==> config.mk <==
export PLATFORM = sky130hd
export DESIGN_NAME = alu_sequencer_flat
export DESIGN_NICKNAME = d
export VERILOG_FILES = /design/src/rtl/alu_sequencer_if.sv /design/src/rtl/alu_sequencer.sv /design/src/flat_wrapper.sv
export SDC_FILE = /design/constraint.sdc
export NUM_CORES = 1
export LEC_CHECK = 0
export CORE_MARGIN = 4
export CORE_UTILIZATION = 42
export DETAILED_ROUTE_END_ITERATION = 12
export GPL_ROUTABILITY_DRIVEN = 1
export HOLD_SLACK_MARGIN = 0.03
export MAX_ROUTING_LAYER = met4
export PLACE_DENSITY = 0.74
export RECOVER_POWER = 100
export REMOVE_ABC_BUFFERS = 1
export SLEW_MARGIN = 20
export SYNTH_ARGS = -nofsm -noshare
export SYNTH_HDL_FRONTEND = slang
export SYNTH_SLANG_ARGS = --single-unit
==> constraint.sdc <==
create_clock -name clk -period 1.4 [get_ports clk]
set_input_delay 0.42 -clock clk [delete_from_list [all_inputs] [get_ports clk]]
set_output_delay 0.42 -clock clk [all_outputs]
set_load 0.01 [all_outputs]
==> src/rtl/alu_sequencer_if.sv <==
// Token stream and result stream between the sequencer and its producer/consumer.
//   in_data/in_valid/in_ready     : 4-bit token stream into the sequencer
//   out_data/out_zero/out_valid/out_ready : registered result stream out of the sequencer
// master = producer/consumer side, slave = sequencer side.
interface alu_sequencer_if;
  localparam int unsigned DW = 4;

  logic [DW-1:0] in_data;
  logic          in_valid;
  logic          in_ready;
  logic [DW-1:0] out_data;
  logic          out_zero;
  logic          out_valid;
  logic          out_ready;

  modport master (
    output in_data, in_valid, out_ready,
    input  in_ready, out_data, out_zero, out_valid
  );

  modport slave (
    input  in_data, in_valid, out_ready,
    output in_ready, out_data, out_zero, out_valid
  );
endinterface

==> src/rtl/alu_sequencer.sv <==
// Operand/opcode sequencer for the 4-bit calculator ALU.
// Collects A, B and opcode tokens, drives the ALU from registers, captures the
// result into a handshaked output, and optionally chains the result into A.
// Ports:
//   clk, rst       : clock, synchronous active-high reset
//   clear_i        : synchronous abort (op_count preserved)
//   bus            : token in / result out streams (slave modport)
//   alu_a_o/alu_b_o/alu_sel_o : registered ALU operands and select
//   alu_result_i   : combinational ALU result
//   op_count_o     : completed operations, saturating at 255
module alu_sequencer (
  input  logic                 clk,
  input  logic                 rst,
  input  logic                 clear_i,
  alu_sequencer_if.slave       bus,
  output logic [3:0]           alu_a_o,
  output logic [3:0]           alu_b_o,
  output logic [2:0]           alu_sel_o,
  input  logic [3:0]           alu_result_i,
  output logic [7:0]           op_count_o
);
  localparam int unsigned DW = 4;
  localparam int unsigned SW = 3;
  localparam int unsigned CW = 8;

  typedef enum logic [2:0] {
    WAIT_A  = 3'd0,
    WAIT_B  = 3'd1,
    WAIT_OP = 3'd2,
    EXEC    = 3'd3,
    RESULT  = 3'd4
  } state_e;

  state_e        state_q, state_d;
  logic [DW-1:0] a_q, a_d;
  logic [DW-1:0] b_q, b_d;
  logic [SW-1:0] sel_q, sel_d;
  logic          chain_q, chain_d;
  logic [DW-1:0] out_data_q, out_data_d;
  logic          out_zero_q, out_zero_d;
  logic          out_valid_q, out_valid_d;
  logic [CW-1:0] op_count_q, op_count_d;
  logic          in_ready_c;
  logic          accept_c;

  // State and datapath registers
  always_ff @(posedge clk) begin
    if (rst) begin
      state_q     <= WAIT_A;
      a_q         <= '0;
      b_q         <= '0;
      sel_q       <= '0;
      chain_q     <= 1'b0;
      out_data_q  <= '0;
      out_zero_q  <= 1'b1;
      out_valid_q <= 1'b0;
      op_count_q  <= '0;
    end else begin
      state_q     <= state_d;
      a_q         <= a_d;
      b_q         <= b_d;
      sel_q       <= sel_d;
      chain_q     <= chain_d;
      out_data_q  <= out_data_d;
      out_zero_q  <= out_zero_d;
      out_valid_q <= out_valid_d;
      op_count_q  <= op_count_d;
    end
  end

  // Next-state and datapath update
  always_comb begin
    state_d     = state_q;
    a_d         = a_q;
    b_d         = b_q;
    sel_d       = sel_q;
    chain_d     = chain_q;
    out_data_d  = out_data_q;
    out_zero_d  = out_zero_q;
    out_valid_d = out_valid_q;
    op_count_d  = op_count_q;

    // Ready depends only on state and rst, never on in_valid
    in_ready_c = !rst && (state_q == WAIT_A || state_q == WAIT_B || state_q == WAIT_OP);
    // A token coinciding with clear is dropped
    accept_c   = bus.in_valid && in_ready_c && !clear_i;

    case (state_q)
      WAIT_A: begin
        if (accept_c) begin
          a_d     = bus.in_data;
          state_d = WAIT_B;
        end
      end
      WAIT_B: begin
        if (accept_c) begin
          b_d     = bus.in_data;
          state_d = WAIT_OP;
        end
      end
      WAIT_OP: begin
        if (accept_c) begin
          sel_d   = bus.in_data[SW-1:0];
          chain_d = bus.in_data[DW-1];
          state_d = EXEC;
        end
      end
      EXEC: begin
        out_data_d  = alu_result_i;
        out_zero_d  = (alu_result_i == '0);
        out_valid_d = 1'b1;
        if (op_count_q != {CW{1'b1}}) begin
          op_count_d = op_count_q + CW'(1);
        end
        state_d = RESULT;
      end
      RESULT: begin
        if (out_valid_q && bus.out_ready) begin
          out_valid_d = 1'b0;
          if (chain_q) begin
            a_d     = out_data_q;
            state_d = WAIT_B;
          end else begin
            state_d = WAIT_A;
          end
        end
      end
      default: state_d = WAIT_A;
    endcase

    // Abort: everything back to reset values except the operation counter
    if (clear_i) begin
      state_d     = WAIT_A;
      a_d         = '0;
      b_d         = '0;
      sel_d       = '0;
      chain_d     = 1'b0;
      out_data_d  = '0;
      out_zero_d  = 1'b1;
      out_valid_d = 1'b0;
    end
  end

  assign bus.in_ready  = in_ready_c;
  assign bus.out_data  = out_data_q;
  assign bus.out_zero  = out_zero_q;
  assign bus.out_valid = out_valid_q;
  assign alu_a_o       = a_q;
  assign alu_b_o       = b_q;
  assign alu_sel_o     = sel_q;
  assign op_count_o    = op_count_q;
endmodule

==> src/flat_wrapper.sv <==
// flat-port wrapper written by rule: the top's interface ports become plain ports
module alu_sequencer_flat 
  (clk, rst, clear_i, alu_a_o, alu_b_o, alu_sel_o, alu_result_i, op_count_o, bus_in_data, bus_in_valid, bus_out_ready, bus_in_ready, bus_out_data, bus_out_zero, bus_out_valid);
  alu_sequencer_if bus_i ();
  input  logic clk;
  input  logic rst;
  input  logic clear_i;
  output logic [3:0] alu_a_o;
  output logic [3:0] alu_b_o;
  output logic [2:0] alu_sel_o;
  input  logic [3:0] alu_result_i;
  output logic [7:0] op_count_o;
  input wire logic [$bits(bus_i.in_data)-1:0] bus_in_data;
  input wire logic [$bits(bus_i.in_valid)-1:0] bus_in_valid;
  input wire logic [$bits(bus_i.out_ready)-1:0] bus_out_ready;
  output wire logic [$bits(bus_i.in_ready)-1:0] bus_in_ready;
  output wire logic [$bits(bus_i.out_data)-1:0] bus_out_data;
  output wire logic [$bits(bus_i.out_zero)-1:0] bus_out_zero;
  output wire logic [$bits(bus_i.out_valid)-1:0] bus_out_valid;
  assign bus_i.in_data = bus_in_data;
  assign bus_i.in_valid = bus_in_valid;
  assign bus_i.out_ready = bus_out_ready;
  assign bus_in_ready = bus_i.in_ready;
  assign bus_out_data = bus_i.out_data;
  assign bus_out_zero = bus_i.out_zero;
  assign bus_out_valid = bus_i.out_valid;
  alu_sequencer u_core (.clk(clk), .rst(rst), .clear_i(clear_i), .bus(bus_i), .alu_a_o(alu_a_o), .alu_b_o(alu_b_o), .alu_sel_o(alu_sel_o), .alu_result_i(alu_result_i), .op_count_o(op_count_o));
endmodule
==> results of run 1 <==
worst min path at each step:
stage,from,end,cells past startpoint
after floorplan,u_core.chain_q$_SDFFE_PP0P_,u_core.chain_q$_SDFFE_PP0P_,2
after global placement,u_core.alu_a_o[3]$_SDFFE_PP0P_,u_core.alu_a_o[3]$_SDFFE_PP0P_,2
after detailed placement,u_core.bus.out_zero$_SDFFE_PP1P_,u_core.bus.out_zero$_SDFFE_PP1P_,2
after CTS,u_core.alu_b_o[3]$_SDFFE_PP0P_,u_core.alu_b_o[3]$_SDFFE_PP0P_,2
after global routing,u_core.alu_b_o[2]$_SDFFE_PP0P_,u_core.alu_b_o[2]$_SDFFE_PP0P_,2
final,u_core.alu_sel_o[1]$_SDFFE_PP0P_,u_core.alu_sel_o[1]$_SDFFE_PP0P_,2
cell type report:
| type | count | area share (%) |
|---|---|---|
| Clock buffer | 7 | 2.60 |
| Tap cell | 44 | 2.60 |
| Inverter | 4 | 0.709 |
| Sequential cell | 29 | 28.3 |
| Timing Repair Buffer | 70 | 27.1 |
| Multi-Input combinational cell | 117 | 38.7 |
worst max-delay path, delay by kind of cell (launching register included):
| family | cells | cell delay, ns |
|---|---|---|
| buf+inv | 1 | 0.13 |
| simple gates | 1 | 0.62 |
| flops | 1 | 0.34 |
| compound gates | 2 | 0.26 |
kinds of logic after synthesis:
kind of cell	count (synthesis)
and+or+nand+nor	62
AOI/OAI and AO/OA	43
DFF	29
buffers and inverters	13
muxes	11
adders and majority gates	1
power by group through the flow:
stage / logic [uW] / clock network, uW / registers, uW
after floorplan: 46.4 / 0 / 854
after global placement: 148 / 0 / 850
after detailed placement: 152 / 0 / 850
after CTS: 153 / 531 / 831
after global routing: 171 / 574 / 829
final: 160 / 523 / 828
metal layers:
metal  up-vias  share of wire (%)
li1        715                  -
met1       705                 43
met2        40                 52
met3         7                4.1
met4         0                1.6
met5         -                  0
flip-flops by register name, summed over array words and instances (netlist names):
| name | cells |
|---|---|
| u_core.state_q | 3 |
| u_core.bus.out_valid | 1 |
| u_core.alu_sel_o | 3 |
| u_core.alu_b_o | 4 |
| u_core.op_count_o | 8 |
| u_core.bus.out_zero | 1 |
| u_core.chain_q | 1 |
| u_core.alu_a_o | 4 |
| u_core.bus.out_data | 4 |
cell usage in the layout, fill, tap and decap left out, drive strengths merged, types with 2 or more instances in the layout:
cell type	n
a211oi	6
a21oi	17
a311oi	2
a31oi	2
a41oi	2
and3	4
and4	3
buf	35
clkbuf	18
clkdlybuf4s15	12
clkdlybuf4s50	9
dfxtp	29
dlygate4sd2	3
inv	4
mux2	6
mux2i	5
nand2	20
nand2b	4
nand3	12
nor2	6
nor2b	3
nor3	2
o21ai	10
stage by stage:
stage          instance area, um2  TNS (ns)
2_1_floorplan                1330    -0.598
3_3_place_gp                 2000    -11.15
3_5_place_dp                 2000    -11.86
4_1_cts                      2090    -0.120
5_1_grt                      2120    -0.685
6_report                     2120    -0.271
repair_timing:
action / CTS / global route
endpoints found under the setup margin: 44 / 36
pin swaps: 4 / 11
resized for setup: 71 / 42
buffers inserted: 0 / 1
==> results.json, run 1 <==
{
  "grt_pass1_vias": 1438,
  "critical_path_class": "flip-flop to flip-flop",
  "synthAdderAreaFrac_pct": 0.907,
  "grt_most_used_layer": "met2",
  "switching_share_pct": 24.3,
  "clock_power_share_pct": 34.6,
  "hold_viol": 0,
  "final_antenna_net_count": 0,
  "slew-limit-headroom_pct": 76.9,
  "syn_area_um2": 1380,
  "avgSynthCellArea_um2": 8.68,
  "grt_pass1_wl_mm": 6.69,
  "yosysTopAreaCellShare_pct": 42.1,
  "clk_path_buf_depth": 2,
  "startpoint": "u_core.state_q[2]$_SDFFE_PP0P_",
  "muxShareOfSynthArea_pct": 8.52,
  "timing.final.crit_share_pct": 104,
  "synth_simple_gate_area_share_pct": 24.6,
  "initial_core_util_pct": 44.5,
  "coreArea_um2": 3100,
  "hold_class": "flip-flop to flip-flop",
  "r2r.worst_path.cells": 4,
  "post-place-ws_ns": -0.765,
  "ir_worst_vdd_v": 0.000375,
  "power_density_nw_per_um2": 713,
  "tightest_slew_ns": 0.346,
  "via_count": 1467,
  "regArea_um2": 599,
  "crit_fanout": 8,
  "dp_cells": 263,
  "synth_area_leaders": "dfxtp_1, a21oi_1, nand2_1",
  "clock_sinks": 29,
  "routed_wl_mm": 4.10,
  "utilization_pct": 68.3,
  "drcViolationCount": 0,
  "p_leak_uw": 0.000844,
  "rr_startpoint": "u_core.state_q[2]$_SDFFE_PP0P_",
  "met2_usage_pct": 37.5,
  "root_buffer": "clkbuf_4",
  "synth-xor-area-share_pct": 0,
  "grt_overflow": 0,
  "worst_setup_path_end_kind": "flip-flop",
  "finalSetupViolCount": 10,
  "multi_input_area_um2": 820,
  "fmax_ghz": 0.687,
  "num_rows": 20,
  "numCtsBuffers": 5,
  "fin_crit_ns": 1.46,
  "share_comb_of_total_power_pct": 10.6,
  "synth_common_cells": "dfxtp_1, nand2_1, a21oi_1, nand3_1, o21ai_1",
  "total_power_uw": 1510,
  "finalNonFillerCells": 271,
  "hold_buffers": 0,
  "endpoint": "u_core.alu_b_o[1]$_SDFFE_PP0P_",
  "syn_to_final_growth_pct": 53.5,
  "diodes": 0,
  "netlist_instances": 159,
  "cp_cell_sequence": "buf_6 -> or4b_4 -> o21ai_1 -> a21oi_1",
  "synth_flop_cell": "dfxtp_1",
  "drive_gt1_share_pct": 37.4,
  "synth_edf_count": 0,
  "cts_tree": "done",
  "violations": "setup timing",
  "synth_top_family_by_area": "simple AND/OR/NAND/NOR gates",
  "switchingPower_uw": 366,
  "ff2ff_setup_slack_ns": -0.06,
  "power_frac_seq_pct": 54.8,
  "ys_ff_latch": 29,
  "yosysWarnings": 0,
  "setup_ws_ns": -0.0552,
  "async_flop_share_pct": 0,
  "vias_per_cell": 5.41,
  "die_w_um": 65.3,
  "port_buffers": 38,
  "clk_pin_slew_worst_paths_ns": 0.09,
  "reg2reg_to": "u_core.alu_b_o[1]$_SDFFE_PP0P_",
  "intPower_uw": 1140,
  "rsz0062_at_grt": "yes",
  "yosysMostFrequentCell": "dfxtp_1",
  "grt_max_degree": 12,
  "antenna_found_initial": 0,
  "crit_arrival_ns": 1.68,
  "fillCellCount": 298,
  "skew_ns": 0.00589,
  "crit_slowest_cell": "or4b_4",
  "clk_latency_ns": 0.33,
  "gp_congestion": 0.897,
  "grtUsageMet3_pct": 5.64,
  "die_area_um2": 4270,
  "slew_violations": 0,
  "dr.pass1.iters": 4,
  "dpl.hpwl_mm": 3.06,
  "synthDistinctLibCells": 37,
  "hold_ws_ns": 0.469,
  "nNetsFinal": 241,
  "met1_usage_pct": 22.4,
  "ys_seq_area_share_pct": 42.1,
  "drtIter0Drc": 86,
  "required_ns": 1.63,
  "htree_num_levels": 2,
  "cp_slowest_stage_delay_ns": 0.62,
  "crit_path_start_kind": "flip-flop",
  "die_h_um": 65.3,
  "status": "complete, but fails checks",
  "post-synth-top-area-cell": "dfxtp_1",
  "ios": 39,
  "synth_compound_area_share_pct": 19.2,
  "wl_per_cell_um": 15.1,
  "grt_usage_pct": 21.2,
  "maxCapViolCount": 0
}
Power figures use the tool's default switching activity.
==> run 2: changes to the inputs <==
--- a/config.mk
+++ b/config.mk
@@ -14,6 +14,7 @@
 export PLACE_DENSITY = 0.74
 export RECOVER_POWER = 100
 export REMOVE_ABC_BUFFERS = 1
+export SETUP_SLACK_MARGIN = 0.05
 export SLEW_MARGIN = 20
 export SYNTH_ARGS = -nofsm -noshare
 export SYNTH_HDL_FRONTEND = slang
==> run 2 against run 1 <==
Compared with the run above: the run still ends with setup timing left; non-clock buffer count increased by 10; die area unchanged; register-to-register slack about the same; sequential power increased by 0.5%; critical path type unchanged; largest cell class unchanged.
==> results.json, run 2 (synthesis results as in run 1) <==
{
  "grt_overflow": 0,
  "die_h_um": 65.3,
  "grt_pass1_wl_mm": 6.96,
  "timing.final.crit_share_pct": 104,
  "power_density_nw_per_um2": 665,
  "ff2ff_setup_slack_ns": -0.06,
  "num_rows": 20,
  "endpoint": "u_core.alu_sel_o[2]$_SDFFE_PP0P_",
  "largest_reg_flops": 8,
  "numCtsBuffers": 5,
  "ir_worst_vdd_v": 0.000433,
  "clock_sinks": 29,
  "die_w_um": 65.3,
  "hold_buffers": 0,
  "clk_latency_ns": 0.34,
  "drtIter0Drc": 60,
  "critical_path_class": "flip-flop to flip-flop",
  "finalNonFillerCells": 281,
  "p_leak_uw": 0.000909,
  "root_buffer": "clkbuf_4",
  "tightest_slew_ns": 0.350,
  "wl_per_cell_um": 15.7,
  "cts_tree": "done",
  "final_antenna_net_count": 0,
  "finalSetupViolCount": 9,
  "fin_setup_tns_ns": -0.321,
  "grt_max_degree": 12,
  "drive_gt1_share_pct": 56.5,
  "required_ns": 1.62,
  "htree_num_levels": 2,
  "antenna_found_initial": 0,
  "clk_path_buf_depth": 2,
  "fin_crit_ns": 1.46,
  "reg2reg_to": "u_core.alu_sel_o[2]$_SDFFE_PP0P_",
  "slew-limit-headroom_pct": 76.5,
  "skew_ns": 0.0109,
  "dr.pass1.iters": 4,
  "dp_cells": 263,
  "crit_path_start_kind": "flip-flop",
  "r2r.worst_path.cells": 4,
  "drcViolationCount": 0,
  "mostFrequentLayoutCell": "buf_4",
  "fmax_ghz": 0.684,
  "routed_wl_mm": 4.42,
  "ios": 39,
  "diodes": 0,
  "startpoint": "u_core.state_q[2]$_SDFFE_PP0P_",
  "grt_usage_pct": 22.0,
  "crit_arrival_ns": 1.69,
  "status": "complete, but fails checks",
  "initial_core_util_pct": 44.5,
  "hold_class": "flip-flop to flip-flop",
  "worst_setup_path_end_kind": "flip-flop",
  "hold_ws_ns": 0.466,
  "crit_fanout": 8,
  "rr_startpoint": "u_core.state_q[2]$_SDFFE_PP0P_",
  "total_power_uw": 1530,
  "maxCapViolCount": 0,
  "syn_to_final_growth_pct": 66.3,
  "die_area_um2": 4270,
  "slew_violations": 0,
  "clk_pin_slew_worst_paths_ns": 0.10,
  "port_buffers": 38,
  "gp_congestion": 0.897,
  "final_cell_mix": "buf_4, dfxtp_2, nand2_1, clkdlybuf4s15_2, buf_2",
  "utilization_pct": 74.0,
  "violations": "setup timing",
  "min_delay_path_depth": 2,
  "via_count": 1533,
  "nNetsFinal": 251,
  "coreArea_um2": 3100,
  "vias_per_cell": 5.46,
  "setup_ws_ns": -0.0627,
  "hold_viol": 0,
  "dpl.hpwl_mm": 3.06,
  "grt_pass1_vias": 1522,
  "rsz0062_at_grt": "yes"
}
## run 2: cell types whose count changed in the layout (fill, tap and decap cells not counted), moves of 5 or more
cell and delta:
a21oi_2 +5, dfxtp_2 +16, buf_2 +8, clkbuf_2 -8, clkdlybuf4s15_2 +10, buf_4 +7
dfxtp_1 -14, a21oi_1 -5, clkdlybuf4s15_1 -10, nand3_1 -6
## run 2: power breakdown
| part | internal [uW] | switching (uW) | total (uW) | leakage, uW |
|---|---|---|---|---|
| Sequential | 828 | 3.16 | 832 | 0.000247 |
| Clock | 237 | 285 | 522 | 0.0000314 |
| Combinational | 85.2 | 87.5 | 173 | 0.000631 |
## run 2: metrics by stage
step | setup WS (ns) | instance area (um2)
finish | -0.0627 | 2290
global route | -0.0997 | 2290
CTS | -0.0485 | 2190
detailed placement | -0.765 | 2000
global placement | -0.731 | 2000
floorplan | -0.127 | 1330
## run 2: cell type report
cell class / instances / area [um2]
Clock buffer: 7 / 55.1
Fill cell: 261 / 808
Inverter: 4 / 15.0
Multi-Input combinational cell: 117 / 886
Sequential cell: 29 / 612
Tap cell: 44 / 55.1
Timing Repair Buffer: 80 / 672
## run 2: how the worst min path moves through the flow
stage | start | end
finish | u_core.bus.out_data[1]$_SDFFE_PP0P_ | u_core.bus.out_data[1]$_SDFFE_PP0P_
detailed placement | u_core.bus.out_zero$_SDFFE_PP1P_ | u_core.bus.out_zero$_SDFFE_PP1P_
CTS | u_core.bus.out_data[1]$_SDFFE_PP0P_ | u_core.bus.out_data[1]$_SDFFE_PP0P_
global route | u_core.alu_a_o[3]$_SDFFE_PP0P_ | u_core.alu_a_o[3]$_SDFFE_PP0P_
global placement | u_core.alu_a_o[3]$_SDFFE_PP0P_ | u_core.alu_a_o[3]$_SDFFE_PP0P_
floorplan | u_core.chain_q$_SDFFE_PP0P_ | u_core.chain_q$_SDFFE_PP0P_
## run 2: what timing repair did
item | 4_1_cts | 5_1_grt
buffers inserted | 6 | 5
hold endpoints to repair | 0 | 0
gates resized for setup | 122 | 44
pin swaps | 15 | 15
setup endpoints to repair | 51 | 38
## run 2: layer usage
| metal | GRT usage [%] | share of wire, % | vias up |
|---|---|---|---|
| met3 | 5.47 | 4.4 | 12 |
| met5 | - | 0 | - |
| li1 | - | - | 735 |
| met4 | 10.4 | 2.5 | 0 |
| met1 | 22.6 | 40 | 740 |
| met2 | 39.3 | 53 | 46 |
## run 2: critical path, cell delays in order, from the launching register on
cell     delay, ns
dfxtp_2       0.34
buf_6         0.13
or4b_4        0.61
o21ai_2       0.18
a21oi_2       0.08
